--- config.mk ---
export PLATFORM = sky130hd
export DESIGN_NAME = pixel_mem_arbiter
export DESIGN_NICKNAME = d
export VERILOG_FILES = /design/src/rtl/pixel_mem_arbiter.sv
export SDC_FILE = /design/constraint.sdc
export NUM_CORES = 1
export LEC_CHECK = 0
export ABC_CLOCK_PERIOD_IN_PS = 5600
export BUFFER_PORTS_ARGS = -buffer_cell sky130_fd_sc_hd__buf_2
export CAP_MARGIN = 20
export CELL_PAD_IN_SITES_DETAIL_PLACEMENT = 0
export CELL_PAD_IN_SITES_GLOBAL_PLACEMENT = 2
export CORE_MARGIN = 4
export CORE_UTILIZATION = 43
export CTS_CLUSTER_SIZE = 16
export DETAILED_ROUTE_END_ITERATION = 10
export PLACE_DENSITY_LB_ADDON = 0.15
export SYNTH_ARGS = -nofsm -noshare
export SYNTH_HDL_FRONTEND = slang
export SYNTH_SLANG_ARGS = --single-unit
--- constraint.sdc ---
create_clock -name clk25 -period 5.6 [get_ports clk25]
set_clock_uncertainty 0.05 [all_clocks]
set_input_delay 0.28 -clock clk25 [delete_from_list [all_inputs] [get_ports clk25]]
set_output_delay 0.28 -clock clk25 [all_outputs]
set_load 0.02 [all_outputs]
--- src/rtl/pixel_mem_arbiter.sv ---
// pixel_mem_arbiter: shares one single-port pixel memory between the VGA scan-out reader and a FIFO-buffered writer
//
// Ports:
//   clk25, rst              pixel clock, synchronous active-high reset
//   rd_req/rd_addr          scan-out read request and address (highest priority, never stalled)
//   rd_data/rd_valid        read result, two cycles after rd_req; BLANK_COLOR when not valid
//   wr_valid/wr_ready       writer handshake into the write FIFO
//   wr_addr/wr_data         write address and pixel
//   mem_addr/mem_we/...     single-port memory interface (registered read, one cycle latency)
//   fifo_level              current write FIFO occupancy
//   stall_cnt               saturating count of refused write offers (PIXEL_MEM_ARBITER_STATS_EN only)
//
// Optional feature macro: PIXEL_MEM_ARBITER_STATS_EN
module pixel_mem_arbiter #(
    parameter int             AW          = 13,
    parameter int             DW          = 8,
    parameter int             FIFO_DEPTH  = 4,
    parameter logic [DW-1:0]  BLANK_COLOR = 8'h00
) (
    input  logic                          clk25,
    input  logic                          rst,
    input  logic                          rd_req,
    input  logic [AW-1:0]                 rd_addr,
    output logic [DW-1:0]                 rd_data,
    output logic                          rd_valid,
    input  logic                          wr_valid,
    output logic                          wr_ready,
    input  logic [AW-1:0]                 wr_addr,
    input  logic [DW-1:0]                 wr_data,
    output logic [AW-1:0]                 mem_addr,
    output logic                          mem_we,
    output logic [DW-1:0]                 mem_wdata,
    input  logic [DW-1:0]                 mem_rdata,
`ifdef PIXEL_MEM_ARBITER_STATS_EN
    output logic [15:0]                   stall_cnt,
`endif
    output logic [$clog2(FIFO_DEPTH):0]   fifo_level
);
    localparam int PW = $clog2(FIFO_DEPTH) + 1;

    logic [AW-1:0] q_addr [FIFO_DEPTH];
    logic [DW-1:0] q_data [FIFO_DEPTH];
    logic [PW-1:0] wp, rp;
    logic          empty, full, push;
    logic [AW-1:0] last_addr;
    logic          rd_v1, rd_v2;
    logic [DW-1:0] rd_q;

    // Pointers carry a wrap bit so full and empty are distinguishable.
    assign empty      = wp == rp;
    assign full       = (wp[PW-1] != rp[PW-1]) && (wp[PW-2:0] == rp[PW-2:0]);
    assign wr_ready   = !rst && !full;
    assign push       = wr_valid && wr_ready;
    assign fifo_level = wp - rp;
    assign rd_valid   = rd_v2;
    assign rd_data    = rd_v2 ? rd_q : BLANK_COLOR;

    // Reader owns the port whenever it asks; the FIFO head drains only in idle cycles.
    // With no owner the address bus keeps its previous value.
    always_comb begin
        mem_we    = !rst && !rd_req && !empty;
        mem_addr  = rst ? '0 : rd_req ? rd_addr : !empty ? q_addr[rp[PW-2:0]] : last_addr;
        mem_wdata = mem_we ? q_data[rp[PW-2:0]] : '0;
    end

    always_ff @(posedge clk25) begin
        if (rst) begin
            wp        <= '0;
            rp        <= '0;
            last_addr <= '0;
            rd_v1     <= 1'b0;
            rd_v2     <= 1'b0;
            rd_q      <= BLANK_COLOR;
        end else begin
            if (push)
                wp <= wp + 1'b1;
            if (mem_we)
                rp <= rp + 1'b1;
            last_addr <= mem_addr;
            rd_v1     <= rd_req;
            rd_v2     <= rd_v1;
            rd_q      <= rd_v1 ? mem_rdata : BLANK_COLOR;
        end
    end

    always_ff @(posedge clk25) begin
        if (push) begin
            q_addr[wp[PW-2:0]] <= wr_addr;
            q_data[wp[PW-2:0]] <= wr_data;
        end
    end

`ifdef PIXEL_MEM_ARBITER_STATS_EN
    always_ff @(posedge clk25) begin
        if (rst)
            stall_cnt <= '0;
        else if (wr_valid && !wr_ready && stall_cnt != 16'hFFFF)
            stall_cnt <= stall_cnt + 16'd1;
    end
`endif

endmodule

==> Yosys cells after proc, flatten, opt, wreduce, memory -nomap -nowiden <==
Memories as Yosys holds them, arrays and structs flattened. A register that Yosys moved wholly into a read port is not among the register bits.
Index checks and enable logic that the tools add are counted.
{ "totals": {"regBits": 29, "mem_bits_rw": 84, "in_bits": 46, "out_inout_bits": 35, "elab_cells": 36, "n_memories": 2} }
{ "mem_list": {"columns": ["memory", "depth", "width", "read_ports", "rd_clocked_by_memory_dff", "wr", "line_no", "rtl"], "rows": [
  ["q_addr", 4, 13, 1, 1, 1, "41", "logic [AW-1:0] q_addr [FIFO_DEPTH];"],
  ["q_data", 4, 8, 1, 1, 1, "42", "logic [DW-1:0] q_data [FIFO_DEPTH];"]
]} }
{ "classes": {"n_addsub": 3, "eq_ne": 3, "mux": 11, "n_bitwise": 1, "reduce_logical": 10} }
{ "op_table": {"columns": ["operator", "count"], "rows": [
  ["13-bit 2-to-1 mux", 3],
  ["8-bit 2-to-1 mux", 2],
  ["2-bit 2-to-1 mux", 4],
  ["3-bit by 1-bit adder with 3-bit output, second input constant", 2],
  ["1-bit logical AND", 5],
  ["1-bit logical NOT", 4],
  ["3-bit equality test", 1],
  ["3-bit subtractor", 1],
  ["2-bit equality test", 1],
  ["1-bit 2-to-1 mux", 2],
  ["2-bit OR reduction", 1],
  ["1-bit != test", 1],
  ["1-bit inverter", 1]
]} }

==> Depth between registers and ports, before layout <==
{ "logic_depth": {"ltp_word": 7, "ltp_mapped": 6, "ltp_nobuf": 5} }

==> Worst setup path before layout <==
OpenSTA, ideal clock, no wires.
{ "synth_path": {"path_type": "register to register", "start": "reg wp[0]", "end": "mem q_addr[0][0], enable pin", "setup_ps": 379, "arrival_ps": 1849, "t_required_ps": 5171, "slack_ps": 3321, "stages_incl_launch_ff": 6, "n_path_buf": 0, "synth_period_minus_slack_ps": 2279, "cell_sequence": "dfxtp_1 inv_1 ha_1 nand2_1 o21a_1 and3_1"} }
{ "synth_via": {"elab_chain_cells": 7} }
{ "synth_rtl": {"columns": ["item", "line_no", "rtl"], "rows": [
  ["start: declaration", "43", "logic [PW-1:0] wp, rp;"],
  ["start signal: assignment", "76", "wp <= wp + 1'b1;"],
  ["2-bit equality test", "51", "assign full = (wp[PW-1] != rp[PW-1]) && (wp[PW-2:0] == rp[PW-2:0]);"],
  ["1-bit logical AND", "51", null],
  ["1-bit logical NOT", "52", "assign wr_ready = !rst && !full;"],
  ["1-bit logical AND", "52", null],
  ["1-bit logical AND", "53", "assign push = wr_valid && wr_ready;"],
  ["1-bit 2-to-1 mux", "87", "if (push) begin"],
  ["1-bit 2-to-1 mux (not written as such)", "88", "q_addr[wp[PW-2:0]] <= wr_addr;"],
  ["end: declaration", "41", null]
]} }
Parallel ways exist; a longest one is shown, timed or not.

==> Worst setup path in the final report <==
{ "layout_path": {"start": "reg wp[0]", "end": "out mem_wdata[0]"} }
{ "layout_via": {"elab_chain_cells": 4} }
{ "layout_rtl": {"columns": ["item", "line_no", "rtl"], "rows": [
  ["3-bit equality test", "50", "assign empty = wp == rp;"],
  ["1-bit logical NOT", null, null],
  ["1-bit logical AND", "61", "mem_we = !rst && !rd_req && !empty;"],
  ["8-bit 2-to-1 mux", "63", "mem_wdata = mem_we ? q_data[rp[PW-2:0]] : '0;"],
  ["end: declaration", "32", "output logic [DW-1:0] mem_wdata,"]
]} }
Every way passes these cells.

==> results by group <==
Status
  – Status: finished, final reports clean

Setup path
  – CP peak stage delay: 0.68 ns
  – Reg2reg end: q_addr[0][3]
  – Startpoint Class: flip-flop
  – RR Startpoint: wp[0]
  – CP max stage cell: o21a_2
  – Setup crit end kind: primary output
  – R2r worst-path depth: 6
  – Crit-path max FO: 34
  – Cells along the critical path: inv_1, ha_1, nand2_1, o21a_2, and2_1, buf_2
  – Reg2reg setup slack: 3.01 ns
  – CP required: 5.27 ns
  – Setup CP Type: reg -> out
  – Crit path arrival time: 2.75 ns

Placed design
  – Port buffer count: 80
  – Placed Area: 5140 µm²
  – Placer Congestion: 0.711
  – Hpwl dp: 5.84 mm

Finish
  – Ant diodes: 0
  – Area Overhead vs Synth: 30.4%
  – Nets: 441
  – Layout cell share with drive strength beyond 1: 0.365
  – Cell area after layout: 5990 µm²

CTS
  – Clock Sinks: 115
  – CTS tree: yes
  – CTS Buf Count: 17
  – Post-CTS setup buffers: 0
  – CTS Hold Buffers Added: 31
  – Clock transition at the registers of the reported paths: 0.06 ns
  – Skew-Pair Late Insertion Delay: 0.51 ns
  – Max H-tree Level: 4
  – Post_cts resized: 0
  – CTS Buffer Depth: 2
  – Root buffer cell: clkbuf_8

Floorplan
  – IO Pins: 81
  – Core box area: 10,400 µm²
  – Initial Util: 0.443
  – FP Rows: 37
  – Full die area: 12,400 µm²
  – Die Ht: 111 µm
  – Die W: 111 µm

GRT
  – First-pass GRT wire length: 15.0 mm
  – Largest net degree at the start of global routing: 35
  – Initial antenna violation count: 0
  – Gr usage total: 0.157
  – Vias in the first global route: 3,005
  – Aggregate global routing overflow: 0

Drt
  – Wire length per cell: 17.2 µm
  – Final ANT Viol Nets: 0
  – DRC Markers: 0
  – DR pass1 iterations: 4
  – Via count: 2,805
  – DR vias/cell: 5.23
  – Initial DRC count: 155
  – Post-Route WL: 9.24 mm

Synthesis
  – Synth Flop Type: edfxtp_1
  – Syn. warnings: 0
  – Post-synth cell types: 35
  – Leading area contributor after synthesis: edfxtp_1
  – Mapped Area: 4590 µm²
  – Area contributors post-synth: edfxtp_1, dfxtp_1, mux4_2, a221o_1, and2_1
  – Yosys top cell area share: 0.549
  – Ys async rst share: 0
  – Syn Nets: 317
  – Cells after Synth: 263
  – Syn Area/Cell: 17.5 µm²
  – Sequential fraction of the synthesis area: 0.684
  – Post-synth EDFFs: 84
  – Synth Register Bits: 115

Timing
  – Hold Fails Final Rpt: 0
  – Fin crit share: 0.551
  – Setup TNS Final: 0 ns
  – RSZ-0062 raised after global routing: no
  – Rel. slew slack: 0.368
  – WHS: 0.0522 ns
  – Crit path time final: 3.08 ns
  – Worst Tran Pin Value: 0.946 ns
  – Fmax: 324 MHz
  – Slew Limit Fails: 0
  – Setup violations, final: 0

Min path
  – Hold Path Cell Cnt: 3
  – Hold/Removal Path Class: in -> reg
  – Hold path start: rd_addr[6]
  – WHS Endpoint: last_addr[6]

Pwr
  – PD cells: 379 nW/µm²
  – Peak supply drop: 0.000220 V
  – Leakage power figure: 2.31 nW
  – PnR Total Power: 0.00227 W

Run
  – Max-cap viol count: 0
## through the flow
stage          utilization  cells  worst slack [ns]
6_report             0.577    536              2.52
5_1_grt              0.577    536              2.27
2_1_floorplan            -    263              3.32
3_5_place_dp         0.496    473              2.99
3_3_place_gp         0.494    472              2.80
4_1_cts              0.577    536              2.48
## report_power, final
part	leakage (nW)	internal (W)	total [W]	switching, W
sequential	1.02	0.000956	0.000998	0.0000417
clock	0.264	0.000555	0.000963	0.000408
combinational	1.03	0.000151	0.000306	0.000156
## worst max-delay path, delay by kind of cell (launching register included)
family / cells / cell delay (ns)
AO/OA/AOI/OAI: 1 / 0.68
AND/OR/NAND/NOR: 2 / 0.57
flip-flops: 1 / 0.38
adder cells (fa/ha/maj): 1 / 0.35
buffers and inverters: 2 / 0.28
## cells by family after synthesis
family | after synthesis | share of synthesized area
fa+ha+maj | 8 | 0.0234
flops | 115 | 0.684
mux | 25 | 0.112
compound gates | 39 | 0.0771
buf+inv | 19 | 0.0221
xor+xnor | 3 | 0.00736
simple gates | 54 | 0.0733
## sequential cells by signal (all words and copies together), names as in the netlist, named ones only
name	count
rp	3
q_data	32
wp	3
last_addr	13
q_addr	52
rd_valid	1
rd_v1	1
rd_q	8
## area by class of cell
type | instances | area (µm²)
Tap cell | 136 | 170
Inverter | 7 | 26.3
Clock inverter | 15 | 123
Sequential cell | 115 | 3140
Timing Repair Buffer | 117 | 763
Multi-Input combinational cell | 129 | 1350
Fill cell | 836 | 4380
Clock buffer | 17 | 414
## metal layers
metal / GRT usage / part of all wire / up-vias / wire length (µm)
met5: 0 / 0 / - / 0
met4: 0.0535 / 0.0092 / 0 / 85
met3: 0.0408 / 0.040 / 8 / 371
met2: 0.275 / 0.53 / 61 / 4860
met1: 0.188 / 0.42 / 1428 / 3920
li1: - / - / 1308 / -
## Yosys cell counts (2+ instances only)
master and instances:
mux4_2 21, nand2_1 2, mux2i_1 2, buf_2 3, and2_1 35, and3_1 4
nor2_1 5, edfxtp_1 84, o21ai_0 2, inv_1 7, xnor2_1 2, dfxtp_1 31
nor2b_1 4, o2111ai_1 2, buf_4 3, a221o_1 24, clkbuf_1 4, buf_6 2
mux2_2 2, ha_1 7, o31ai_1 2, a221oi_1 2
## how the worst max path moves through the flow
stage | depth (start not counted) | from | slack (ns) | to
6_report | 6 | wp[0] | 2.52 | mem_wdata[0]
5_1_grt | 6 | wp[0] | 2.27 | mem_addr[1]
4_1_cts | 6 | wp[0] | 2.48 | mem_addr[0]
3_5_place_dp | 6 | wp[0] | 2.99 | q_data[0][4]
3_3_place_gp | 6 | wp[0] | 2.80 | mem_addr[7]
2_1_floorplan | 5 | wp[0] | 3.32 | q_addr[0][0]
## cells in the final DEF (no fill, tap or decap), drive strengths merged
| master | Yosys | routed |
|---|---|---|
| nor2b | 4 | 4 |
| mux2 | 2 | 2 |
| o21a | 2 | 2 |
| clkbuf | 4 | 17 |
| o31ai | 2 | 2 |
| fa | 1 | 1 |
| dfxtp | 31 | 31 |
| and3 | 4 | 4 |
| buf | 8 | 86 |
| mux2i | 2 | 2 |
| or3b | 1 | 1 |
| dlygate4sd3 | 0 | 31 |
| a41oi | 1 | 1 |
| xor2 | 1 | 1 |
| clkinv | 0 | 5 |
| a221oi | 2 | 2 |
| inv | 7 | 15 |
| o21ai | 2 | 2 |
| xnor2 | 2 | 2 |
| o2111ai | 2 | 2 |
| nor2 | 5 | 5 |
| o211ai | 1 | 1 |
| a21oi | 1 | 1 |
| mux4 | 21 | 21 |
| nor4 | 1 | 1 |
| ha | 7 | 7 |
| edfxtp | 84 | 84 |
| and2 | 35 | 35 |
| nand2 | 2 | 2 |
| clkinvlp | 0 | 2 |
| a221o | 24 | 24 |
| nor3 | 1 | 1 |
| a31oi | 1 | 1 |
| o211a | 1 | 1 |
| nand2b | 1 | 1 |
Note: power is estimated with default switching activity, not from simulation.
